**src/rtl/div_pkg.sv**
```systemverilog
// Shared op encodings, FSM states and op-decode helpers for the serial divider.
package div_pkg;

  localparam int unsigned OP_W = 2;

  localparam logic [OP_W-1:0] OP_DIV  = 2'b00;
  localparam logic [OP_W-1:0] OP_DIVU = 2'b01;
  localparam logic [OP_W-1:0] OP_REM  = 2'b10;
  localparam logic [OP_W-1:0] OP_REMU = 2'b11;

  typedef enum logic [1:0] {
    IDLE  = 2'd0,
    ITER  = 2'd1,
    FIXUP = 2'd2
  } state_t;

  // funct3[0] clear means a signed variant
  function automatic logic is_signed(input logic [OP_W-1:0] op);
    return ~op[0];
  endfunction

  function automatic logic wants_rem(input logic [OP_W-1:0] op);
    return op[1];
  endfunction

endpackage

```
**src/rtl/div_restore_step.sv**
```systemverilog
// One radix-2 restoring step: shift in a dividend bit, subtract the divisor if it fits.
module div_restore_step #(
  parameter int unsigned WIDTH = 32
) (
  input  logic [WIDTH-1:0] rem,
  input  logic             dvd_msb,
  input  logic [WIDTH-1:0] divisor,
  output logic [WIDTH-1:0] rem_next_c,
  output logic             q_bit_c
);

  logic [WIDTH:0]   partial;
  logic [WIDTH-1:0] diff;

  // The difference always fits in WIDTH bits when the subtraction is taken.
  always_comb begin
    partial    = {rem, dvd_msb};
    diff       = partial[WIDTH-1:0] - divisor;
    q_bit_c    = (partial >= {1'b0, divisor});
    rem_next_c = q_bit_c ? diff : partial[WIDTH-1:0];
  end

endmodule

```
**src/rtl/serial_divider.sv**
```systemverilog
// Iterative restoring divider for DIV/DIVU/REM/REMU with a serial MSB-first quotient stream.
module serial_divider
  import div_pkg::*;
#(
  parameter int unsigned WIDTH = 32
) (
  input  logic             clk,
  input  logic             reset,
  input  logic             start,
  input  logic [1:0]       op,
  input  logic [WIDTH-1:0] dividend,
  input  logic [WIDTH-1:0] divisor,
  output logic             busy,
  output logic             done,
  output logic [WIDTH-1:0] result,
  output logic             q_serial,
  output logic             q_shift_en,
  output logic             q_clear
);

  localparam int unsigned CNT_W = $clog2(WIDTH + 1);
  localparam logic [WIDTH-1:0] MIN_VAL = {1'b1, {(WIDTH-1){1'b0}}};
  localparam logic [CNT_W-1:0] LAST_CNT = CNT_W'(WIDTH - 1);

  state_t           state;
  logic [CNT_W-1:0] cnt;
  logic [WIDTH-1:0] rem_q;
  logic [WIDTH-1:0] dvd_q;
  logic [WIDTH-1:0] dvs_q;
  logic             neg_q;
  logic             neg_r;
  logic             sel_rem;

  logic [WIDTH-1:0] rem_next;
  logic             q_bit;

  logic             sgn;
  logic             div_zero;
  logic             ovf;
  logic [WIDTH-1:0] dvd_abs;
  logic [WIDTH-1:0] dvs_abs;
  logic [WIDTH-1:0] q_fix;
  logic [WIDTH-1:0] r_fix;

  div_restore_step #(.WIDTH(WIDTH)) u_step (
    .rem        (rem_q),
    .dvd_msb    (dvd_q[WIDTH-1]),
    .divisor    (dvs_q),
    .rem_next_c (rem_next),
    .q_bit_c    (q_bit)
  );

  // Accept-time operand conditioning and final sign correction.
  always_comb begin
    sgn      = is_signed(op);
    div_zero = (divisor == '0);
    ovf      = sgn && (dividend == MIN_VAL) && (divisor == '1);
    dvd_abs  = (sgn && dividend[WIDTH-1]) ? WIDTH'(-dividend) : dividend;
    dvs_abs  = (sgn && divisor[WIDTH-1])  ? WIDTH'(-divisor)  : divisor;
    q_fix    = neg_q ? WIDTH'(-dvd_q) : dvd_q;
    r_fix    = neg_r ? WIDTH'(-rem_q) : rem_q;
  end

  // The dividend register doubles as the quotient accumulator as bits shift out.
  always_ff @(posedge clk) begin
    if (!reset) begin
      state      <= IDLE;
      cnt        <= '0;
      rem_q      <= '0;
      dvd_q      <= '0;
      dvs_q      <= '0;
      neg_q      <= 1'b0;
      neg_r      <= 1'b0;
      sel_rem    <= 1'b0;
      busy       <= 1'b0;
      done       <= 1'b0;
      result     <= '0;
      q_serial   <= 1'b0;
      q_shift_en <= 1'b0;
      q_clear    <= 1'b0;
    end else begin
      done       <= 1'b0;
      q_clear    <= 1'b0;
      q_shift_en <= 1'b0;
      q_serial   <= 1'b0;
      case (state)
        IDLE: begin
          if (start) begin
            if (div_zero) begin
              result <= wants_rem(op) ? dividend : '1;
              done   <= 1'b1;
            end else if (ovf) begin
              result <= wants_rem(op) ? '0 : MIN_VAL;
              done   <= 1'b1;
            end else begin
              state   <= ITER;
              busy    <= 1'b1;
              q_clear <= 1'b1;
              cnt     <= '0;
              rem_q   <= '0;
              dvd_q   <= dvd_abs;
              dvs_q   <= dvs_abs;
              neg_q   <= sgn && (dividend[WIDTH-1] ^ divisor[WIDTH-1]);
              neg_r   <= sgn && dividend[WIDTH-1];
              sel_rem <= wants_rem(op);
            end
          end
        end
        ITER: begin
          rem_q      <= rem_next;
          dvd_q      <= {dvd_q[WIDTH-2:0], q_bit};
          q_serial   <= q_bit;
          q_shift_en <= 1'b1;
          cnt        <= cnt + CNT_W'(1);
          if (cnt == LAST_CNT) begin
            state <= FIXUP;
          end
        end
        FIXUP: begin
          result <= sel_rem ? r_fix : q_fix;
          done   <= 1'b1;
          busy   <= 1'b0;
          state  <= IDLE;
        end
        default: begin
          state <= IDLE;
          busy  <= 1'b0;
        end
      endcase
    end
  end

endmodule

```
**config.mk**
```make
export PLATFORM = sky130hd
export DESIGN_NAME = serial_divider
export DESIGN_NICKNAME = d
export VERILOG_FILES = /design/src/rtl/div_pkg.sv /design/src/rtl/div_restore_step.sv /design/src/rtl/serial_divider.sv
export SDC_FILE = /design/constraint.sdc
export NUM_CORES = 1
export LEC_CHECK = 0
export CORE_MARGIN = 2
export CORE_UTILIZATION = 35
export CTS_BUF_LIST = sky130_fd_sc_hd__clkbuf_16
export DETAILED_ROUTE_END_ITERATION = 7
export SLEW_MARGIN = 25
export SYNTH_ARGS = -nofsm -noshare
export SYNTH_HDL_FRONTEND = slang
export SYNTH_SLANG_ARGS = --single-unit
```
**constraint.sdc**
```tcl
create_clock -name clk -period 3.8 [get_ports clk]
set_clock_uncertainty 0.05 [all_clocks]
set_input_delay 0.95 -clock clk [delete_from_list [all_inputs] [get_ports clk]]
set_output_delay 0.95 -clock clk [all_outputs]
set_load 0.05 [all_outputs]
```
# Word-level counts from Yosys, hierarchy flattened
# Index checks and enable logic that the tools add are counted.
dict set report word_totals {
  ff_bits 144
  input_bits 69
  out_inout_bits 37
  elab_cells 94
}
dict set report op_classes {
  n_addsub 6
  n_lt_le_gt_ge 1
  n_eq_ne 10
  n_mux 39
  bitwise 8
  reduce_logical 16
}
# cell n
set op_table {}
lappend op_table {{two-way mux 32 bit} 17}
lappend op_table {{case mux 32 bit (2 select lines)} 3}
lappend op_table {{negator 32 bit} 4}
lappend op_table {{== test 32 bit (second input constant)} 2}
lappend op_table {{greater-or-equal comparator 33 x 32 -> 1 bit} 1}
lappend op_table {{logical NOT 32 bit} 1}
lappend op_table {{subtractor 32 bit} 1}
lappend op_table {{two-way mux 6 bit} 3}
lappend op_table {{AND reduction 4 bit} 4}
lappend op_table {{case mux 6 bit (2 select lines)} 1}
lappend op_table {{two-way mux 1 bit} 8}
lappend op_table {{two-way mux 2 bit} 4}
lappend op_table {{inequality test 2 bit (second input constant)} 4}
lappend op_table {{NOT 1 bit} 7}
lappend op_table {{adder 6 x 1 -> 6 bit (second input constant)} 1}
lappend op_table {{== test 6 x 5 -> 1 bit (second input constant)} 1}
lappend op_table {{logical AND 1 bit} 5}
lappend op_table {{case mux 1 bit (2 select lines)} 2}
lappend op_table {{case mux 2 bit (2 select lines)} 1}
lappend op_table {{nonzero test 2 bit} 2}
lappend op_table {{OR reduction 4 bit} 1}
lappend op_table {{inequality test 3 bit (second input constant)} 1}
lappend op_table {{AND reduction 3 bit} 1}
lappend op_table {{== test 2 x 1 -> 1 bit (second input constant)} 1}
lappend op_table {{other kinds (4)} 4}

# Depth between registers and ports, before layout
# Gate-level depths: netlist of the first run.
dict set report depth {
  ltp_word 7
  mapped_depth 12
  depth_no_buf 12
}

# Cells and area by module
# From an unflattened synthesis of the first run, not the netlist that was laid out.
dict set report unflattened {
  cells_unflattened 1397
  area_unflattened_um2 11049.3
}
# mod n_inst cells_each area_per_inst_um2 seq_area_each_um2
set by_module_without_submodules {}
lappend by_module_without_submodules {serial_divider 1 1061 8585.7 2882.8}
lappend by_module_without_submodules {div_restore_step 1 336 2463.6 0.0}

# Worst setup path after synthesis of the first run
# OpenSTA, ideal clock, no wires.
dict set report synth_path {
  path_kind {input to register}
  start {input dividend[1]}
  end {register dvs_q[13]}
  setup_time_ps 116
  arrival_time_ps 3221
  required_time_ps 3634
  slack_ps 413
  path_stages 11
  path_buffers 2
  cell_sequence {inv_1 ha_1 or4b_1 nor4_2 nand3_1 o22ai_2 nor3b_1 nor2b_1 clkbuf_1 buf_2 o211a_1}
}
dict set report synth_between {
  elab_chain_cells 5
}
# item line_no
set synth_rtl {}
lappend synth_rtl {{start: declaration} serial_divider.sv:11} ;# input logic [WIDTH-1:0] dividend,
lappend synth_rtl {{== test 32 bit} serial_divider.sv:57} ;# ovf = sgn && (dividend == MIN_VAL) && (divisor == '1);
lappend synth_rtl {{logical AND 1 bit (2 in series)} serial_divider.sv:57}
lappend synth_rtl {{NOT 1 bit (no source line)} --}
lappend synth_rtl {{AND reduction 4 bit (no source line)} --}
lappend synth_rtl {{end signal: assignment} serial_divider.sv:102} ;# dvs_q <= dvs_abs;
lappend synth_rtl {{end: declaration} serial_divider.sv:29} ;# logic [WIDTH-1:0] dvs_q;
# No other way between the ends.
# A chain may end at the register's enable or synchronous reset.

# Worst setup path in the final report of the first run
dict set report layout_path {
  start {input dividend[0]}
  end {register dvd_q[24]}
}
dict set report layout_between {
  elab_chain_cells 6
  elab_cells_between_ends 11
  classes_between {add/sub (1); eq/ne (2); mux (5); reduce/logical (3)}
}
# item line_no
set layout_rtl {}
lappend layout_rtl {{negator 32 bit} serial_divider.sv:58} ;# dvd_abs = (sgn && dividend[WIDTH-1]) ? WIDTH'(-dividend) : dividend;
lappend layout_rtl {{two-way mux 32 bit} serial_divider.sv:58}
lappend layout_rtl {{two-way mux 32 bit} serial_divider.sv:92} ;# end else if (ovf) begin
lappend layout_rtl {{two-way mux 32 bit} serial_divider.sv:89} ;# if (div_zero) begin
lappend layout_rtl {{two-way mux 32 bit} serial_divider.sv:88} ;# if (start) begin
lappend layout_rtl {{case mux 32 bit (2 select lines)} serial_divider.sv:86} ;# case (state)
lappend layout_rtl {{end signal: assignment} serial_divider.sv:101} ;# dvd_q <= dvd_abs;
lappend layout_rtl {{end signal: assignment} serial_divider.sv:111} ;# dvd_q <= {dvd_q[WIDTH-2:0], q_bit};
lappend layout_rtl {{end: declaration} serial_divider.sv:28} ;# logic [WIDTH-1:0] dvd_q;
# Parallel ways exist; a longest one is shown, timed or not. The select of a mux whose other input is x is not followed.

==> results of run 1 <==
[cell type report]
cell class	count	area share, %
clock buffer	17	3.15
clock inverter	15	1.42
inverter	71	1.97
multi-input combinational	1124	54.6
sequential	144	21.3
tap	396	3.67
timing repair buffer	202	13.8
[placed cells by master (no fill, tap or decap), types with 21 or more instances in the layout]
cell,n
nand2_1,174
dfxtp_1,144
o21ai_0,127
clkdlybuf4s50_1,104
buf_4,91
a21oi_1,89
xnor2_1,84
inv_1,71
nor2_1,68
xor2_1,61
nor3_1,40
ha_1,38
nand3_1,36
mux2i_1,35
nor2b_1,27
o211a_1,23
o31ai_1,21
[cells by family (layout without fill, tap and decap cells)]
| group | after synthesis | after routing |
|---|---|---|
| fa+ha+maj | 39 | 39 |
| simple gates | 464 | 464 |
| flops | 144 | 144 |
| xor+xnor | 145 | 145 |
| mux | 35 | 35 |
| buf+inv | 162 | 305 |
| compound gates | 441 | 441 |
[report_power, final]
part,total [uW],switching (uW),internal [uW]
clock,1800,705,1090
sequential,1700,102,1600
combinational,1210,692,513
total,4700,1500,3200
[worst max-delay path by stage]
stage / start / endpoint / slack [ns] / cells after the start
after floorplan: dividend[1] / dvs_q[13] / 0.41 / 11
after global placement: dividend[1] / dvd_q[0] / -0.04 / 13
after detailed placement: dividend[1] / dvd_q[0] / -0.16 / 13
after CTS: dividend[1] / dvd_q[0] / 0.27 / 13
after global routing: dividend[1] / dvd_q[20] / 0.1 / 13
final: dividend[0] / dvd_q[24] / 0.25 / 13
[cells in the mapped netlist (4+ instances only)]
master	n	area share, %
or2_2	6	0.35
o31ai_4	4	0.78
o211ai_1	15	1.0
nand2_1	174	6.0
nor3_1	40	1.8
inv_1	71	2.4
nor2_1	68	2.3
clkbuf_1	71	2.4
nand3_1	36	1.7
o211a_1	23	2.1
a21o_1	9	0.62
mux2i_1	35	3.2
o21ai_1	7	0.32
xnor2_1	84	6.8
dfxtp_1	144	26
o21ai_0	127	5.8
o21a_1	6	0.41
a22oi_1	12	0.83
a221oi_1	8	0.64
buf_2	16	0.74
o22ai_1	9	0.52
nand2b_1	15	0.86
a32oi_1	11	0.89
a211oi_1	14	0.97
nor4_1	12	0.69
nor2b_1	29	1.7
nand4_1	16	0.92
a21oi_1	89	4.1
a31oi_1	13	0.75
or4_1	12	0.83
o31ai_1	21	1.4
and3_1	10	0.57
or3_1	13	0.75
ha_1	38	4.4
and2_1	8	0.46
o41ai_1	14	1.1
xor2_1	61	4.9
a21boi_0	15	1.0
o2111ai_1	9	0.72
o221ai_1	8	0.64
[worst reg2reg max path, cell delays in order (launching register included)]
cell and delay, ns:
dfxtp_1 0.48, ha_1 0.35, o211ai_1 0.20, a21oi_1 0.09, o21ai_0 0.39, nand3_1 0.29
a211oi_1 0.55, o21ai_2 0.07, buf_4 0.25, buf_4 0.24, mux2i_1 0.17, o21ai_0 0.09
[registers in the layout (all words and copies together) (netlist names), 2 cells and up]
register and cells:
state 2, rem_q 32, cnt 6, dvs_q 32, dvd_q 32, result 32
[metal layers]
metal	share of wire (%)	vias up
met5	0	-
met3	5.4	61
met2	44	371
met4	2.6	0
met1	48	5147
li1	-	5427
[stage by stage]
step	util, %	hold slack [ns]	cells	setup TNS (ns)
after floorplan	-	0.379	1430	0
after global placement	42.1	0.396	1937	-0.138
after detailed placement	42.1	0.406	1937	-6.14
after CTS	44.1	0.414	1969	0
after global routing	44.1	0.440	1969	0
final	44.1	0.410	1969	0
==> results.cfg, run 1 <==
[pwr]
finalPower_uw = 4700
p_leak_uw = 0.00542
p_per_area_nw_per_um2 = 348
vdd_drop_max_mv = 0.369

[placement]
dpl_cell_area_sq_um = 12900
dpl.hpwl_um = 27000
gp_congestion = 0.899
pre_cts_ws_ns = -0.155
io_buffers = 105

[route]
viasPerCell = 5.59
vias = 11000
drt-total-wl_um = 34900
antenna_left = 0
post-route-drc-count = 0
drt_iter0_drc = 799
wl_per_cell_um = 17.7
first_pass_iters = 5

[cts]
cts.sinks = 144
cts-htree-levels = 4
numCtsBuffers = 17
cts_tree = yes
path_clk_slew_ns = 0.06
clk_root_buffer_cell = clkbuf_16
post_cts_buffers = 0
clk_latency_ns = 0.43
cts_resized = 0
cts_buffer_depth = 2
cts_hold_buf = 0

[setup_path]
path_cells = clkdlybuf4s50_1 > inv_1 > ha_1 > or4b_1 > nor4_2 > buf_4 > nand3_1 > o22ai_2 > nor3b_2 > or2_1 > buf_12 > o221ai_1 > a21oi_1
crit_fanout = 24
reg2regPathDepth = 11
cp.required_ns = 4.07
critPathKind = input pin to flip-flop
crit_family = simple AND/OR/NAND/NOR gates
max_stage_delay_ns = 0.50
startpoint_type = input pin
rr_endpoint = rem_q[6]
rrSetupSlack_ns = 0.46
r2r-start = rem_q[1]
worst_ep_arrival_time_ns = 3.81
slowest_stage = or4b_1
worstSetupEndpointType = flip-flop
worst-path-buf-inv = 4

[synth]
syn_inst = 1430
synth-async-reset-ratio_pct = 0
seq_area_frac_synth_pct = 26.5
synth_cell_types = 79
synth-simple-area-share_pct = 21.0
ys.flop_type = dfxtp_1
synthMuxAreaShare_pct = 3.22
ys_ff_latch = 144
synth_top_family_by_area = compound AO/OA/AOI/OAI gates
synthesis.area_sq_um = 10900
avgSynthCellArea_sq_um = 7.61
synth_fp_nets = 1538
synth-adder-area-share_pct = 4.55
synth-xor-area-share_pct = 11.7
ys_warn_count = 0
synth_edf_count = 0
synth_compound_area_share_pct = 27.2

[run_status]
status = complete, no violations

[global_routing]
grt_use_met3_pct = 2.81
grt_pass1_wl_um = 56000
grt_start_max_net_pins = 62
globalRouteOverflowTotal = 0
antenna_found_initial = 0
grt_pass1_vias = 10400
gr-usage-all-layers_pct = 21.1
grt.met2_usage_pct = 33.2
top_usage_layer = met2
grt.met1_usage_pct = 29.5

[cells_and_area]
drive_gt1_share_pct = 9.92
regArea_sq_um = 2880
fin_nets = 1668
diodes = 0
fin_area_sq_um = 13500
fillers = 3124
synthToLayoutAreaGrowth_pct = 24.1
multi_input_area_sq_um = 7380

[sta]
fmax_mhz = 282
setup_viol = 0
final-hold-violation-count = 0
slew_headroom_pct = 49.6
min_period_ns = 3.55
drv_slew = 0
timing.final.ws_setup_ns = 0.251
post-route-period-util_pct = 93.4
worstMarginPinSlew_ns = 0.754
rsz0062_at_grt = false

[min_path]
hold_class = flip-flop to flip-flop
holdPathEnd = result[26]
worstHoldStart = result[26]
holdPathStages = 2

[floorplan]
num_rows = 64
core_sq_um = 30600
initial_core_util_pct = 35.6
io_pins = 106
die_area_sq_um = 32500
fp.dieH_um = 180
die_w_um = 180

[job]
cap_viol_max_count = 0
(Power assumes the default switching activity.)
==> run 2, diff against run 1 <==
--- a/config.mk
+++ b/config.mk
@@ -5,7 +5,7 @@
 export SDC_FILE = /design/constraint.sdc
 export NUM_CORES = 1
 export LEC_CHECK = 0
-export CORE_MARGIN = 2
+export CORE_MARGIN = 1
 export CORE_UTILIZATION = 35
 export CTS_BUF_LIST = sky130_fd_sc_hd__clkbuf_16
 export DETAILED_ROUTE_END_ITERATION = 7
==> run 2 against run 1 <==
  * First-iteration DRC count rose by 3.0%
  * Sequential share of layout area is 0.10 points higher
  * Design area fell by 0.43%
  * Final cell count barely moved
  * Hold slack gained 0.0013 ns
  * Count of clock-buffer cells in the layout did not move
  * Register-to-register slack barely moved
  * Routed wire length is 0.23% higher
  * Clock power decreased by 6%
  * Maximum frequency decreased by 0.62%
  * Global-route usage increased by 1.2 points
  * Utilization shrank 0.19 points
  * Largest cell class unchanged
==> results.cfg, run 2 (synthesis results as in run 1) <==
[setup_path]
slowest_stage = or4b_1
worst_ep_arrival_time_ns = 3.84
path_cells = clkdlybuf4s50_1 > inv_1 > ha_1 > or4b_1 > nor4_2 > buf_4 > nand3_1 > o22ai_2 > nor3b_2 > or2_1 > buf_4 > o221ai_1 > a21oi_1
crit_path_frequent_cell = buf_4
crit_fanout = 16
critPathKind = input pin to flip-flop
startpoint_type = input pin
cp.required_ns = 4.06
crit_family = simple AND/OR/NAND/NOR gates
worst-path-buf-inv = 4
worstSetupEndpointType = flip-flop
max_stage_delay_ns = 0.50

[route]
first_pass_iters = 5
drt_iter0_drc = 823
wl_per_cell_um = 17.8
viasPerCell = 5.57
vias = 11000
drt-total-wl_um = 35000
antenna_left = 0
post-route-drc-count = 0

[global_routing]
antenna_found_initial = 0
gr-usage-all-layers_pct = 22.3
grt_pass1_wl_um = 55900
grt_pass1_vias = 10400
globalRouteOverflowTotal = 0
grt_start_max_net_pins = 73

[floorplan]
initial_core_util_pct = 35.6
die_w_um = 178
die_area_sq_um = 31800
io_pins = 106
core_sq_um = 30600
num_rows = 64
fp.dieH_um = 178

[sta]
drv_slew = 0
tns_ns = 0
final-hold-violation-count = 0
timing.final.ws_setup_ns = 0.229
fmax_mhz = 280
setup_viol = 0
post-route-period-util_pct = 94.0
rsz0062_at_grt = false
worstMarginPinSlew_ns = 0.796
min_period_ns = 3.57
hold_ws_ns = 0.412
slew_headroom_pct = 46.8

[cts]
post_cts_buffers = 0
cts_tree = yes
clk_latency_ns = 0.42
clk_root_buffer_cell = clkbuf_16
path_clk_slew_ns = 0.06
cts_resized = 0
cts-htree-levels = 4
cts_hold_buf = 0
cts_buffer_depth = 2
numCtsBuffers = 17
cts.sinks = 144

[cells_and_area]
synthToLayoutAreaGrowth_pct = 23.6
diodes = 0
fin_area_sq_um = 13400
finalCoreUtilization_pct = 44.0
fillers = 3187
final_common_cell = nand2_1
final_cell_mix = nand2_1 (174), dfxtp_1 (143), o21ai_0 (127)
fin_nets = 1667
drive_gt1_share_pct = 9.73

[placement]
gp_congestion = 0.906
dpl_cell_area_sq_um = 12900
dpl.hpwl_um = 26700
pre_cts_ws_ns = -0.155
io_buffers = 105

[pwr]
p_sw_uw = 1470
power.internal_uw = 3120
vdd_drop_max_mv = 0.327
switching_share_pct = 31.9
p_per_area_nw_per_um2 = 341
clkPwrFrac_pct = 36.8
p_leak_uw = 0.00540
p_seq_share_pct = 37.0
combinationalPowerShare_pct = 26.1

[run_status]
status = complete, no violations

[job]
cap_viol_max_count = 0

[min_path]
hold_class = flip-flop to flip-flop
run 2: cell count changes in the layout (fill, tap and decap cells not counted), sizes merged:
cell	previous run	this run
buf	98	97
clkinv	6	8
clkinvlp	3	2
bufinv	4	3
run 2: cell type report:
type | count | area, sq um | share of cell area [%]
Clock inverter | 15 | 153 | 1.14
Inverter | 71 | 267 | 1.98
Clock buffer | 17 | 425 | 3.16
Timing Repair Buffer | 201 | 1840 | 13.7
Sequential cell | 144 | 2880 | 21.4
Tap cell | 396 | 495 | 3.69
Multi-Input combinational cell | 1124 | 7380 | 54.9
run 2: path summary, 6_finish.rpt:
| path | slack, ns | endpoint | start | cells past startpoint |
|---|---|---|---|---|
| setup / recovery | 0.23 | dvd_q[17] | dividend[0] | 13 |
| hold / removal | 0.41 | dvs_q[23] | dvs_q[23] | 2 |
| setup reg to reg | 0.46 | rem_q[28] | rem_q[1] | 9 |
| hold reg to reg | 0.41 | dvs_q[23] | dvs_q[23] | 2 |
run 2: per-stage QoR:
stage,total power [uW],instances
after floorplan,2500,1430
after CTS,4590,1968
after global routing,4820,1968
after detailed placement,2920,1936
after global placement,2910,1936
final,4590,1968
run 2: power by group through the flow:
stage / sequential, uW / combinational [uW] / clock (uW)
2_1_floorplan: 1700 / 795 / 0
3_3_place_gp: 1730 / 1180 / 0
6_report: 1700 / 1200 / 1690
5_1_grt: 1710 / 1320 / 1780
4_1_cts: 1700 / 1190 / 1700
3_5_place_dp: 1730 / 1180 / 0
run 2: per-layer routing:
layer | part of all wire [%] | vias to the layer above | wire length (um) | track usage, %
met5 | 0 | - | 0 | 0
met4 | 1.7 | 0 | 595 | 6.25
met3 | 6.4 | 39 | 2260 | 2.96
met2 | 45 | 394 | 15700 | 35.5
met1 | 47 | 5104 | 16500 | 31.3
li1 | - | 5419 | - | -
run 2: worst register-to-register path, cell delays in order, from the launching register on:
cell,delay (ns)
dfxtp_1,0.48
ha_1,0.34
o211ai_1,0.19
a21oi_1,0.11
o21ai_0,0.40
nand3_1,0.28
a211oi_1,0.58
o21a_1,0.48
mux2i_1,0.24
nand3_1,0.07
